## config.mk

```make
export PLATFORM = sky130hd
export DESIGN_NAME = eth_tx_pkt_gen
export DESIGN_NICKNAME = d
export VERILOG_FILES = /design/src/rtl/eth_tx_pkt_gen.sv
export SDC_FILE = /design/constraint.sdc
export NUM_CORES = 1
export LEC_CHECK = 0
export ABC_AREA = 1
export CAP_MARGIN = 20
export CORE_MARGIN = 8
export CORE_UTILIZATION = 40
export CTS_CLUSTER_DIAMETER = 40
export DETAILED_ROUTE_END_ITERATION = 10
export MAX_ROUTING_LAYER = met4
export PLACE_DENSITY = 0.61
export SKIP_CTS_REPAIR_TIMING = 1
export SLEW_MARGIN = 20
export SYNTH_ARGS = -nofsm -noshare
export SYNTH_HDL_FRONTEND = slang
export SYNTH_SLANG_ARGS = --single-unit
```

## constraint.sdc

```tcl
create_clock -name tx_156_25_clk -period 27.3 [get_ports tx_156_25_clk]
set_input_delay 5.46 -clock tx_156_25_clk [delete_from_list [all_inputs] [get_ports tx_156_25_clk]]
set_output_delay 5.46 -clock tx_156_25_clk [all_outputs]
set_load 0.02 [all_outputs]
```

## src/rtl/eth_tx_pkt_gen.sv

```systemverilog
// Avalon-ST Ethernet frame source for the 10G MAC TX client interface (32-bit, ready latency 0).
// Frames carry a programmable header and an incrementing-byte payload; the FCS is appended by the MAC.
module eth_tx_pkt_gen #(
    parameter int IPG_BEATS = 2,
    parameter int MIN_LEN   = 60,
    parameter int MAX_LEN   = 9596,
    parameter int CNT_W     = 32
) (
    input  logic             tx_156_25_clk,
    input  logic             tx_rst,
    input  logic             start,
    input  logic             stop,
    input  logic [CNT_W-1:0] num_pkts,
    input  logic [13:0]      pkt_len,
    input  logic [47:0]      dst_mac,
    input  logic [47:0]      src_mac,
    input  logic [15:0]      ethertype,
    input  logic             err_inject,
    output logic             avalon_st_tx_startofpacket,
    output logic             avalon_st_tx_endofpacket,
    output logic             avalon_st_tx_valid,
    output logic [31:0]      avalon_st_tx_data,
    output logic [1:0]       avalon_st_tx_empty,
    output logic             avalon_st_tx_error,
    input  logic             avalon_st_tx_ready,
    output logic             busy,
    output logic             done,
    output logic [CNT_W-1:0] pkts_sent
);

    typedef enum logic [1:0] {S_IDLE, S_SEND, S_GAP, S_DONE} state_t;

    state_t             r_state;
    logic [13:0]        r_len;
    logic [11:0]        r_nbeats;
    logic [1:0]         r_last_empty;
    logic [CNT_W-1:0]   r_num;
    logic [111:0]       r_hdr;
    logic [CNT_W-1:0]   r_pkts;
    logic [11:0]        r_beat;
    logic [15:0]        r_gap;
    logic               r_stop_seen;
    logic               r_err_pend;
    logic               r_valid;
    logic               r_sop;
    logic               r_eop;
    logic [1:0]         r_empty;
    logic               r_error;
    logic [31:0]        r_data;

    logic [13:0]        w_len_cl;
    logic [11:0]        w_nbeats_cfg;
    logic [1:0]         w_empty_cfg;
    logic               w_accept;
    logic               w_end_run;
    logic [11:0]        w_idx;
    logic               w_last;
    logic               w_load;
    logic [31:0]        w_word;

    always_comb begin
        w_len_cl = pkt_len;
        if (pkt_len < 14'(MIN_LEN))
            w_len_cl = 14'(MIN_LEN);
        else if (pkt_len > 14'(MAX_LEN))
            w_len_cl = 14'(MAX_LEN);
    end

    assign w_nbeats_cfg = 12'((15'(w_len_cl) + 15'd3) >> 2);
    assign w_empty_cfg  = 2'(3'd4 - {1'b0, w_len_cl[1:0]});

    assign w_accept  = r_valid & avalon_st_tx_ready;
    assign w_end_run = stop | r_stop_seen |
                       ((r_num != '0) && (r_pkts + CNT_W'(1) == r_num));
    // Index of the beat that gets loaded into the output registers next.
    assign w_idx  = (r_state == S_SEND && !r_eop) ? r_beat + 12'd1 : 12'd0;
    assign w_last = (w_idx == r_nbeats - 12'd1);
    assign w_load = ((r_state == S_SEND) && w_accept &&
                     (!r_eop || (!w_end_run && IPG_BEATS == 0))) ||
                    ((r_state == S_GAP) && !stop && r_gap == 16'(IPG_BEATS - 1));

    // Byte lane gi of the beat: header bytes, then (seed + k) payload, zero past the frame end.
    generate
        for (genvar gi = 0; gi < 4; gi++) begin : g_lane
            logic [15:0] w_j;
            logic [6:0]  w_sh;
            logic [7:0]  w_byte;
            assign w_j    = {2'b00, w_idx, 2'b00} + 16'(gi);
            assign w_sh   = 7'd104 - {w_j[3:0], 3'b000};
            assign w_byte = (w_j >= {2'b00, r_len}) ? 8'h00 :
                            (w_j < 16'd14)          ? 8'(r_hdr >> w_sh) :
                                                      r_pkts[7:0] + w_j[7:0] - 8'd14;
            assign w_word[31-8*gi -: 8] = w_byte;
        end
    endgenerate

    always_ff @(posedge tx_156_25_clk or posedge tx_rst) begin
        if (tx_rst) begin
            r_state      <= S_IDLE;
            r_len        <= '0;
            r_nbeats     <= '0;
            r_last_empty <= '0;
            r_num        <= '0;
            r_hdr        <= '0;
            r_pkts       <= '0;
            r_gap        <= '0;
            r_stop_seen  <= 1'b0;
            r_err_pend   <= 1'b0;
        end else begin
            if (err_inject)
                r_err_pend <= 1'b1;
            else if (w_accept && r_eop && r_error)
                r_err_pend <= 1'b0;

            case (r_state)
                S_IDLE: begin
                    if (start) begin
                        r_len        <= w_len_cl;
                        r_nbeats     <= w_nbeats_cfg;
                        r_last_empty <= w_empty_cfg;
                        r_num        <= num_pkts;
                        r_hdr        <= {dst_mac, src_mac, ethertype};
                        r_pkts       <= '0;
                        r_stop_seen  <= 1'b0;
                        r_state      <= S_SEND;
                    end
                end
                S_SEND: begin
                    if (stop)
                        r_stop_seen <= 1'b1;
                    if (w_accept && r_eop) begin
                        r_pkts <= r_pkts + CNT_W'(1);
                        if (w_end_run) begin
                            r_state <= S_DONE;
                        end else if (IPG_BEATS > 0) begin
                            r_gap   <= '0;
                            r_state <= S_GAP;
                        end
                    end
                end
                S_GAP: begin
                    if (stop)
                        r_state <= S_DONE;
                    else if (r_gap == 16'(IPG_BEATS - 1))
                        r_state <= S_SEND;
                    else
                        r_gap <= r_gap + 16'd1;
                end
                default: r_state <= S_IDLE;
            endcase
        end
    end

    // Output beat registers: only change when idle-to-send, on acceptance, or at the end of a gap.
    always_ff @(posedge tx_156_25_clk or posedge tx_rst) begin
        if (tx_rst) begin
            r_valid <= 1'b0;
            r_sop   <= 1'b0;
            r_eop   <= 1'b0;
            r_empty <= '0;
            r_error <= 1'b0;
            r_data  <= '0;
            r_beat  <= '0;
        end else if (r_state == S_IDLE && start) begin
            r_valid <= 1'b1;
            r_sop   <= 1'b1;
            r_eop   <= 1'b0;
            r_empty <= '0;
            r_error <= 1'b0;
            r_data  <= dst_mac[47:16];
            r_beat  <= '0;
        end else if (w_load) begin
            r_valid <= 1'b1;
            r_sop   <= (w_idx == 12'd0);
            r_eop   <= w_last;
            r_empty <= w_last ? r_last_empty : 2'd0;
            r_error <= w_last & r_err_pend;
            r_data  <= w_word;
            r_beat  <= w_idx;
        end else if (w_accept) begin
            r_valid <= 1'b0;
            r_sop   <= 1'b0;
            r_eop   <= 1'b0;
            r_empty <= '0;
            r_error <= 1'b0;
        end
    end

    assign avalon_st_tx_startofpacket = r_sop;
    assign avalon_st_tx_endofpacket   = r_eop;
    assign avalon_st_tx_valid         = r_valid;
    assign avalon_st_tx_data          = r_data;
    assign avalon_st_tx_empty         = r_empty;
    assign avalon_st_tx_error         = r_error;
    assign busy                       = (r_state != S_IDLE);
    assign done                       = (r_state == S_DONE);
    assign pkts_sent                  = r_pkts;

endmodule

```

### Word-level counts from Yosys, hierarchy flattened

Cells that the tools add are included.

* flip-flop bits (word level): 274
* logic and storage cells: 142
* input bits: 164
* output and inout bits: 72

* muxes and demuxes: 47
* magnitude comparators: 10
* eq/ne operators: 13
* $add $sub $neg: 21
* reductions and logical operators: 26
* bitwise operators: 4
* shifts and indexed selects: 4

Operator list (number)
* 112-bit by 7-bit >> shifter with 8-bit output: 4
* 32-bit two-way mux: 4
* 16-bit two-way mux: 4
* 8-bit two-way mux: 8
* 32-bit case mux with 2 select lines: 1
* 15-bit by 14-bit greater-or-equal comparator with 1-bit output: 3
* 15-bit by 4-bit less-than comparator with 1-bit output (second input constant): 3
* 12-bit two-way mux: 3
* 32-bit by 1-bit adder with 32-bit output (second input constant): 1
* 8-bit adder: 4
* 32-bit == test: 1
* 16-bit case mux with 2 select lines: 1
* 32-bit nonzero test: 1
* 8-bit by 4-bit subtractor with 8-bit output (second input constant): 4
* 14-bit by 2-bit adder with 15-bit output (second input constant): 2
* 14-bit two-way mux: 2
* 7-bit subtractor (first input constant): 4
* 16-bit by 1-bit adder with 16-bit output (second input constant): 1
* 16-bit by 1-bit == test with 1-bit output (second input constant): 1
* 2-bit two-way mux: 8
* 14-bit by 1-bit adder with 15-bit output (second input constant): 1
* 14-bit by 2-bit adder with 14-bit output (second input constant): 1
* 14-bit greater-or-equal comparator: 1
* 14-bit > comparator (second input constant): 1
* 26 further kinds: 61

### Logic depth before layout (Yosys ltp)

* depth after elaboration: 10
* mapped depth: 21
* depth with buffers taken out: 21

### Least setup slack after synthesis

OpenSTA, ideal clock, no wires.

* path type: input to register
* start: input pkt_len[13]
* end: register r_nbeats[8]
* data required time: 27.174 ns
* slack: 19.928 ns
* stages: 13
* path buffers: 1
* arrival: 7.246 ns
* cell sequence: inv_1 -> nor4_1 -> nand4_1 -> nand2_2 -> buf_2 -> nand3_1 -> ha_1 -> a21oi_1 -> nand4_1 -> nor2_1 -> nand3_1 -> nand2_1 -> o21ai_0

* longest elaborated chain between the ends: 4
* elaborated cells between the ends (all ways): 5

RTL lines
* start: declaration: RTL line 14 `input logic [13:0] pkt_len,`
* 14-bit > comparator: RTL line 65 `else if (pkt_len > 14'(MAX_LEN))`
* 14-bit two-way mux: RTL line 65
* 14-bit two-way mux *: RTL line 63 `if (pkt_len < 14'(MIN_LEN))`
* 14-bit by 2-bit adder with 14-bit output *: RTL line 69 `assign w_nbeats_cfg = 12'((15'(w_len_cl) + 15'd3) >> 2);`
* end signal: assignment: RTL line 119 `r_nbeats <= w_nbeats_cfg;`
* end: declaration: RTL line 35 `logic [11:0] r_nbeats;`

Mark *: on every way between the ends. The rest lies on a longest branch, timed or not.
A chain may end at the register's enable or synchronous reset.

### Worst setup path after layout

Same ends and word-level chain as after synthesis.

==> results.tsv <==
stage	metric	value	unit
routing	first_pass_iters	5	
floorplanning	die_y	214	um
floorplanning	start_util	40.6	%
cts	cts-root-buf	clkbuf_16	
layout	synthToLayoutAreaGrowth	28.7	%
routing	vias	15100	
synth	ys.flop_type	dfrtp_1	
cts	cts.sinks	273	
setup_path	startpoint	pkt_len[13]	
synth	synth_area	0.0157	mm2
cts	cts.path.max_buffers	3	
layout	fillers	3830	
setup_path	path_cells	clkdlybuf4s50_1 -> inv_1 -> nor4_1 -> nand4_1 -> nand2_2 -> nand3_1 -> ha_1 -> a21oi_1 -> nand4_1 -> nor2_1 -> nand3_1 -> nand2_1 -> o21ai_0	
synth	syn_nets	2376	
sta	drv_slew	0	
sta	worst_pin_slew	1150	ps
global_route	antenna_found_initial	0	
place	portBuffers	235	
global_route	grt_pass1_wl	82500	um
global_route	gr-total-overflow	0	
layout	multiInputGateArea	0.00770	mm2
synth	synth-xor-area-share	2.57	%
cts	clkTransAtPathRegs	60	ps
global_route	grt_start_max_net_pins	168	
min_path	worstHoldPathCells	2	
global_route	grt_usage	22.7	%
routing	ant_nets	0	
sta	period_needed	7660	ps
global_route	grt_pass1_vias	15300	
routing	drt-total-wl	51400	um
setup_path	reg2reg_depth	16	
place	gp_congestion	0.905	
min_path	hp-class	register to register	
synth	synth_mux_area_share	0	%
floorplanning	fp-row-count	72	
sta	rsz0062_at_grt	no	
floorplanning	die_w	214	um
synth	syn_area_per_cell	7.24	um2
setup_path	setup.worst_path.class	primary input to register	
synth	yosys.area_share.simple	31.5	%
cts	htree_levels	2	
cts	clk_latency	580	ps
sta	fmax	131	MHz
setup_path	cp.arrival	8110	ps
setup_path	cp_slowest_cell	clkdlybuf4s50_1	
sta	post-route-period-util	28.1	%
layout	insertedDiodeCount	0	
place	hpwlAfterDp	37000	um
sta	skew	15.3	ps
layout	drive_above_1_share	5.87	%
synth	ys_ff_latch	273	
setup_path	start_kind	primary input	
synth	yosys_warnings	0	
setup_path	endpoint_kind	register	
synth	synth_top_family_by_area	simple AND/OR/NAND/NOR gates	
power	vdd_ir_drop_max	0.0576	mV
sta	tns	0	ps
routing	wire_per_inst	17.4	um
layout	ff_latch_area	0.00683	mm2
power	p_leak	9.59	nW
synth	ys_types	51	
synth	synth-edff-count	0	
min_path	hold_end	r_hdr[104]	
synth	ys_async_sr_fraction	100	%
setup_path	reg2reg_setup_slack	23120	ps
outcome	status	completed	
setup_path	critical_path_required	27750	ps
setup_path	regToRegStartpoint	r_state[1]	
cts	tritoncts	built	
synth	ys_seq_area_share	43.4	%
flow_run	max_cap_violations	0	
floorplanning	ioPinCount	236	
routing	via_per_inst	5.11	
power	power.density	120	mW/mm2
floorplanning	core_area	0.0387	mm2
layout	nets	2598	
synth	synthAdderAreaFrac	3.16	%
routing	drc	0	
power	total_power	0.00242	W
synth	syn_inst	2174	
setup_path	worst-path-max-fanout	17	
sta	finalHoldViolations	0	
synth	synth-compound-area-share	11.5	%
setup_path	r2r-end	avalon_st_tx_data[12]	
routing	drtIter0Drc	1156	
floorplanning	die_area	0.0460	mm2
cts	cts_buffers	50	
setup_path	worst_path_largest_cell_delay	520	ps
sta	maxSlewHeadroom	23.2	%
sta	finalSetupViolCount	0	
min_path	min_from	r_hdr[104]	
cells by family (layout without fill, tap and decap cells):
kind of cell | Yosys count | in the layout
and+or+nand+nor | 1192 | 1192
buffers and inverters | 319 | 583
AOI/OAI and AO/OA | 309 | 309
DFF | 273 | 273
xor gates and xnor gates | 43 | 43
adders and majority gates | 38 | 38
metal layers:
| layer | global-route usage, % | share of wire, % |
|---|---|---|
| met1 | 28.5 | 44 |
| met4 | 7.66 | 2.9 |
| met3 | 4.08 | 5.7 |
| met5 | - | 0 |
| met2 | 36.6 | 47 |
metrics by stage:
stage          hold slack [ps]  worst slack, ps  instances  cell area (um2)  utilization, %
5_1_grt                    481            19420       2956            20300            52.3
4_1_cts                    468            19710       2956            20300            52.3
6_report                   468            19640       2956            20300            52.3
3_3_place_gp               453            19140       2862            18500            47.9
2_1_floorplan              437            14320       2174            15700               -
3_5_place_dp               453            19110       2862            18500            47.9
synthesized netlist by cell type (5+ instances only):
master    number  area share [%]
nand4_1       16            0.64
nand2_1      777              19
ha_1          35             2.8
xor2_1        31             1.7
inv_2          5            0.12
nand3b_1       6            0.29
a32o_1        24             1.5
nand3_1      190             6.0
nand2_2        5            0.20
nor2_2         8            0.32
nor2_4         5            0.36
buf_1          6            0.14
inv_1        236             5.6
clkbuf_1      61             1.5
dfrtp_1      273              43
o22ai_1       16            0.64
a21oi_1       64             2.0
o211ai_1      16            0.76
nor3_1        15            0.48
buf_2          6            0.19
nor2_1       147             3.5
xnor2_1       10            0.56
o21ai_0      161             5.1
worst max path at each step:
stage,end,slack (ps),cells after the start
after CTS,r_nbeats[8],19710,13
after global placement,r_nbeats[8],19140,13
after floorplan,avalon_st_tx_data[0],14320,1
after detailed placement,r_nbeats[8],19110,13
after global routing,r_nbeats[6],19420,13
final,r_nbeats[8],19640,13
where the power goes:
part	total, W	leakage, nW	switching, W	internal [W]
sequential	0.000701	3.45	0.000128	0.000573
clock	0.000631	0.833	0.000232	0.000399
combinational	0.00109	5.31	0.000694	0.000398
critical path, delay by kind of cell:
kind | cells | cell delay [ps]
AND/OR/NAND/NOR | 8 | 1540
adder cells (fa/ha/maj) | 1 | 250
AO/OA/AOI/OAI | 2 | 260
buffers and inverters | 2 | 600
layout make-up:
cell class,count,share of cell area [%]
multi-input combinational,1582,38.0
sequential,273,33.7
timing repair buffer,247,12.1
clock buffer,57,6.50
inverter,242,4.52
tap,518,3.20
clock inverter,37,1.95
registers in the layout, summed over array words and instances (netlist names), 2 cells and up:
signal and flops:
r_len 14, r_gap 16, r_hdr 112, avalon_st_tx_data 32
r_state 2, r_nbeats 12, r_beat 12, r_num 32
avalon_st_tx_empty 2, pkts_sent 32
cell usage in the layout (no fill, tap or decap), types with 4 or more instances in the layout:
cell type	instances
nor2_2	8
nand3_1	190
a32o_1	24
inv_1	234
clkinv_4	6
clkdlybuf4s50_1	235
nor2_1	145
nand3b_1	6
clkinvlp_4	6
o21ai_0	161
nand2_1	776
clkinv_2	10
nor3_1	15
a21oi_1	64
nand2_2	6
xnor2_1	10
dfrtp_1	273
a31oi_1	4
and2_1	4
clkbuf_16	50
inv_2	5
xor2_1	31
ha_1	35
inv_6	8
o211ai_1	16
nand2_4	4
nor2_4	7
nand4_1	16
clkbuf_8	4
bufinv_16	5
nor3b_1	4
buf_4	11
o22ai_1	16
nor4_1	4
(Power assumes the default switching activity.)
